**src/rtl/exp_softmax_norm.sv**
```systemverilog
// Softmax normaliser: buffers one frame of Q.7 exp values, sums them, then emits
// each value divided by the frame sum as a Q1.7 probability using a restoring divider.
module exp_softmax_norm #(
    parameter int DEPTH = 16,
    parameter int DW    = 16,
    parameter int SUM_W = DW + $clog2(DEPTH),
    parameter int FRAC  = 7,
    parameter int OW    = FRAC + 1
) (
    input  logic          clk,
    input  logic          rst_n,
    input  logic          in_valid,
    output logic          in_ready,
    input  logic [DW-1:0] in_data,
    input  logic          in_last,
    output logic          out_valid,
    input  logic          out_ready,
    output logic [OW-1:0] out_data,
    output logic          out_last,
    output logic          busy,
    output logic          ovf
);

    localparam int AW = $clog2(DEPTH);
    localparam int BW = $clog2(OW);

    typedef enum logic [1:0] {
        COLLECT,
        DIVIDE,
        EMIT
    } state_t;

    state_t state, state_nxt;

    logic [DW-1:0]    mem [DEPTH];
    logic [AW-1:0]    wr_cnt;
    logic [AW-1:0]    rd_idx;
    logic [AW-1:0]    last_idx;
    logic [SUM_W-1:0] sum;
    logic [SUM_W-1:0] rem;
    logic [BW-1:0]    bit_cnt;
    logic [OW-1:0]    quot;

    logic             in_hs;
    logic             out_hs;
    logic             frame_full;
    logic             close_frame;
    logic             is_last;
    logic [DW-1:0]    cur;
    logic [SUM_W-1:0] src;
    logic             shift_bit;
    logic [SUM_W:0]   trial;
    logic [SUM_W:0]   diff;
    logic             ge;
    logic [SUM_W-1:0] rem_nxt;
    logic             q_bit;

    assign in_ready    = (state == COLLECT);
    assign busy        = (state != COLLECT);
    assign out_valid   = (state == EMIT);
    assign out_data    = quot;
    assign is_last     = (rd_idx == last_idx);
    assign out_last    = out_valid & is_last;
    assign in_hs       = in_valid & in_ready;
    assign out_hs      = out_valid & out_ready;
    assign frame_full  = (wr_cnt == AW'(DEPTH - 1));
    assign close_frame = in_hs & (in_last | frame_full);

    // Numerator is cur << FRAC with OW == FRAC+1: the first step starts from cur >> 1
    // (always below sum) and shifts in cur[0]; later steps shift in zeros.
    assign cur       = mem[rd_idx];
    assign src       = (bit_cnt == '0) ? SUM_W'(cur >> 1) : rem;
    assign shift_bit = (bit_cnt == '0) ? cur[0] : 1'b0;
    assign trial     = {src, shift_bit};
    assign diff      = trial - {1'b0, sum};
    assign ge        = ~diff[SUM_W];
    assign rem_nxt   = ge ? diff[SUM_W-1:0] : trial[SUM_W-1:0];
    assign q_bit     = ge & (sum != '0);

    // Frame storage carries no reset; its contents are only read after being written.
    always_ff @(posedge clk) begin
        if (in_hs) begin
            mem[wr_cnt] <= in_data;
        end
    end

    always_ff @(posedge clk or negedge rst_n) begin
        if (!rst_n) begin
            state <= COLLECT;
        end else begin
            state <= state_nxt;
        end
    end

    always_comb begin
        state_nxt = state;
        case (state)
            COLLECT: if (close_frame) state_nxt = DIVIDE;
            DIVIDE:  if (bit_cnt == BW'(OW - 1)) state_nxt = EMIT;
            EMIT:    if (out_hs) state_nxt = is_last ? COLLECT : DIVIDE;
            default: state_nxt = COLLECT;
        endcase
    end

    always_ff @(posedge clk or negedge rst_n) begin
        if (!rst_n) begin
            wr_cnt   <= '0;
            rd_idx   <= '0;
            last_idx <= '0;
            sum      <= '0;
            rem      <= '0;
            bit_cnt  <= '0;
            quot     <= '0;
            ovf      <= 1'b0;
        end else begin
            case (state)
                COLLECT: begin
                    if (in_hs) begin
                        sum    <= sum + SUM_W'(in_data);
                        wr_cnt <= wr_cnt + 1'b1;
                    end
                    if (close_frame) begin
                        last_idx <= wr_cnt;
                        rd_idx   <= '0;
                        bit_cnt  <= '0;
                        if (frame_full && !in_last) begin
                            ovf <= 1'b1;
                        end
                    end
                end
                DIVIDE: begin
                    rem     <= rem_nxt;
                    quot    <= {quot[OW-2:0], q_bit};
                    bit_cnt <= bit_cnt + 1'b1;
                end
                EMIT: begin
                    if (out_hs) begin
                        bit_cnt <= '0;
                        if (is_last) begin
                            sum    <= '0;
                            wr_cnt <= '0;
                        end else begin
                            rd_idx <= rd_idx + 1'b1;
                        end
                    end
                end
                default: ;
            endcase
        end
    end

endmodule

```
**config.mk**
```make
export PLATFORM = sky130hd
export DESIGN_NAME = exp_softmax_norm
export DESIGN_NICKNAME = d
export VERILOG_FILES = /design/src/rtl/exp_softmax_norm.sv
export SDC_FILE = /design/constraint.sdc
export NUM_CORES = 1
export LEC_CHECK = 0
export ABC_AREA = 1
export BUFFER_PORTS_ARGS = -buffer_cell sky130_fd_sc_hd__buf_2
export CAP_MARGIN = 30
export CORE_ASPECT_RATIO = 0.8
export CORE_MARGIN = 1
export CORE_UTILIZATION = 52
export CTS_CLUSTER_DIAMETER = 200
export CTS_CLUSTER_SIZE = 30
export DETAILED_ROUTE_END_ITERATION = 16
export PLACE_DENSITY = 0.8
export SETUP_SLACK_MARGIN = 0.2
export SYNTH_ARGS = -nofsm -noshare
export SYNTH_HDL_FRONTEND = slang
export SYNTH_SLANG_ARGS = --single-unit
export TNS_END_PERCENT = 30
```
**constraint.sdc**
```tcl
create_clock -name clk -period 4.75 [get_ports clk]
set_input_delay 0.475 -clock clk [delete_from_list [all_inputs] [get_ports clk]]
set_output_delay 0.475 -clock clk [all_outputs]
set_load 0.05 [all_outputs]
```
==> results.txt <==
In the global route stage, overall resource usage came out at 0.2776. The combinational share of power came out at 0.527. Synthesis instantiated 43 different standard cells from the library. The launching element of the worst setup path is rd_idx[0]. The number of placement rows came out at 56. The critical path data arrival time came out at 4.24 ns. Leaving out fill and tap cells, the most frequent cells in the layout are 414 x nand2_1, 256 x edfxtp_1, 240 x nor2_1. The weighted congestion reported at the end of routability-driven placement came out at 1.029. During synthesis, Yosys emitted a total of 0 warnings. The gate count of the mapped netlist is 1,685.

After synthesis, the cell types taking the most area are edfxtp_1 48%, dfrtp_1 10%, nand2_1 9.8%. The flip-flop and latch count after synthesis is 322. The capture point of the worst reg-to-reg path is rem[4]. The number of nets produced by synthesis is 1,752. The number of DRC violations after detailed routing came out at 0.

The total length of routed met3 wires is 4622 um. The final worst-path setup slack is 0.9318 ns. The switching power total is 4.917 mW. The I/O pin total came out at 34. The share of layout cells above drive strength 1 came out at 0.08558.

The total setup buffers inserted after CTS came out at 0. The worst setup path is captured at a flop. Counting flops with an async set or reset pin after synthesis yields a share of 0.2050.

The leakage power total came out at 7.003 nW. The leading cell type in the layout, fill and taps excluded is nand2_1. The die width came out at 197.3 um. Wire segments on met2 add up to 18,300 um in the final route. The worst-case setup slack after placement came out at 1.006 ns. The minimum period implied by the final worst setup slack came out at 3.818 ns. The topmost layer with routed signal wires is met4.

The maximum clock insertion buffer count is 3. The number of clock buffers added by TritonCTS is 14. The part of the cycle the worst path needs is 0.8038. The TritonCTS clock tree is built. The final net count is 1,765. Internal power comes to 5.838 mW. The overflow left after global routing is 0. The flow ran to the end, and the final reports show no timing, DRC or antenna violations. The utilization after layout is 0.5746. The wire length of the first global-routing pass came out at 65,830 um. The post-cts resize count is 0. Summing every instance area after synthesis gives 15,870 um2. For this run, the leading register cell type out of synthesis is edfxtp_1. The total placed instance area is 16,610 um2. The area growth from synthesis to layout is 7.300%.

The full die area is 31,230 um2. The critical path is of the reg2reg type. Clock tree synthesis found a total of 322 sinks.

The final antenna-violating net count is 0. The number of buffers inserted by hold repair at cts is 0. The met1 wire length came out at 18,050 um. The final number of hold-violating endpoints came out at 0. The share of the Yosys chip area taken by registers is 0.5885. For the pin with the worst max-slew slack, the measured transition is 0.9361 ns. The total inserted antenna cells is 0. The final standard cell area without fillers came out at 17,030 um2. The initial cell density of the core is 0.5355. In this run the worst hold path is classified as in2async. The via count of the first global-routing pass was 11,360.

The switching fraction of total power is 0.4572. The clock skew after layout is 0.03338 ns. The via count of the routed design is 12,200.

The master cell of the clock root buffer is clkbuf_16. For the worst setup path, the data required time is 5.17 ns. Measured against its own limit, the worst slew margin works out to 0.3753. The synthesized design spends more area on one cell type than any other, namely edfxtp_1. The post-detailed-route via-to-cell ratio came out at 5.775. In this run, the number of DRC markers left after iteration 0 of detailed routing was 1,703.

The summed negative setup slack over all endpoints is 0 ns. Setup repair after global routing left no endpoint under its margin. The total routed wirelength came out at 42,160 um. The final max-slew violation count is 0. Clock latency on the worst-skew pair, taken at its later pin, is 0.52 ns.

The HPWL after detailed placement is 27,410 um. Power spread over the standard cell area amounts to 631.6 nW/um2. The number of synthesized flops with an enable pin came out at 256. The routed length per placed instance is 19.96 um. The maximum clock frequency is 261.9 MHz. In this run the standard cell core region covers 29,640 um2. The worst setup path is launched from a flop.

Of all nets on the critical path, the largest fanout is 42. The portion of total power attributed to sequential cells is 0.336. The number of endpoints failing setup at the final stage came out at 0.

The y dimension of the die came out at 158.3 um. The post-synthesis area per instance came out at 9.419 um2. The number of port buffers came out at 33.

The number of antenna violations at the first check in global routing came out at 0. The largest net degree at the start of global routing is 126. The minimum hold slack is 0.1302 ns. The number of cells on the worst reg-to-reg path is 20. The CTS H-tree depth is 1. The part of the power in the clock network is 0.136. Clock-pin slew was measured on the worst setup and hold paths at 0.13 ns.

The share of synthesized area in the top cell type comes to 0.4844. The setup check on the worst reg-to-reg path leaves a slack of 0.93 ns. The count of max-cap constraint violations came out at 0. The number of iterations in the first detailed-routing pass came out at 5. The worst-case IR drop observed on VDD is 273.1 uV. In this run the critical register-to-register path is launched from rd_idx[0].
## area by class of cell
| cell class | instances | area, um2 |
|---|---|---|
| Sequential cell | 322 | 9344 |
| Tap cell | 406 | 508.0 |
| Fill cell | 2466 | 12610 |
| Clock inverter | 1 | 8.758 |
| Inverter | 129 | 486.7 |
| Multi-Input combinational cell | 1167 | 5731 |
| Clock buffer | 23 | 405.4 |
| Timing Repair Buffer | 64 | 545.5 |
## critical path, stage by stage, from the launching register on
cell      delay, ns
dfrtp_4        0.53
inv_4          0.35
buf_4          0.36
o21ai_0        0.16
nand3_1        0.13
nand3_1        0.09
nand2_1        0.20
nand2_1        0.09
ha_1           0.20
inv_1          0.11
fa_1           0.28
nand2_1        0.07
nand3_1        0.08
and2_1         0.23
nand3b_4       0.12
nand3_2        0.13
nand2_4        0.08
nand2_4        0.23
nand2_1        0.10
nand3_1        0.10
nand2_1        0.05
## stage by stage
step	std cells	power (mW)
2_1_floorplan	1685	7.851
3_3_place_gp	2080	9.135
3_5_place_dp	2088	9.224
4_1_cts	2112	10.65
5_1_grt	2112	11.57
6_report	2112	10.76
## registers in the layout, summed over array words and instances, names as in the netlist
register,flops
last_idx,4
rd_idx,4
ovf,1
rem,20
state,2
out_data,8
mem,256
sum,20
wr_cnt,4
bit_cnt,3
## how the worst max path moves through the flow
stage	to
after floorplan	rem[10]
after global placement	rem[5]
after detailed placement	rem[4]
after CTS	rem[4]
after global routing	rem[0]
final	rem[4]
## power groups by stage
stage               Clock [mW]  Sequential [mW]  Combinational (mW)
global route              1.57             3.66                6.35
detailed placement           0             3.67                5.55
finish                    1.46             3.62                5.67
CTS                       1.47             3.61                5.57
global placement             0             3.66                5.47
floorplan                    0             3.73                4.12
## layer usage
layer  vias up  global-route usage
li1       5666                   -
met1      5802              0.4177
met2       650              0.4120
met3        78             0.04935
met4         0             0.08010
met5         -                   0
## synthesized netlist by cell type, types with 9 or more instances
| master | count |
|---|---|
| dfrtp_1 | 66 |
| buf_2 | 15 |
| nor2_1 | 257 |
| xnor2_1 | 12 |
| clkbuf_1 | 28 |
| edfxtp_1 | 256 |
| inv_2 | 9 |
| o21ai_0 | 127 |
| ha_1 | 44 |
| buf_4 | 13 |
| a21oi_1 | 36 |
| nand2_1 | 414 |
| o211ai_1 | 17 |
| inv_1 | 119 |
| or2_2 | 16 |
| o22ai_1 | 9 |
| xor2_1 | 11 |
| nand3_1 | 158 |
## logic make-up (layout without fill, tap and decap cells)
family | Yosys count | in the layout | share of synthesized area
fa+ha+maj | 46 | 46 | 0.03721
flops | 322 | 322 | 0.5885
simple gates | 889 | 889 | 0.2359
compound gates | 209 | 209 | 0.07261
xor+xnor | 23 | 23 | 0.01269
buf+inv | 196 | 217 | 0.05314
Note: power is estimated with default switching activity, not from simulation.
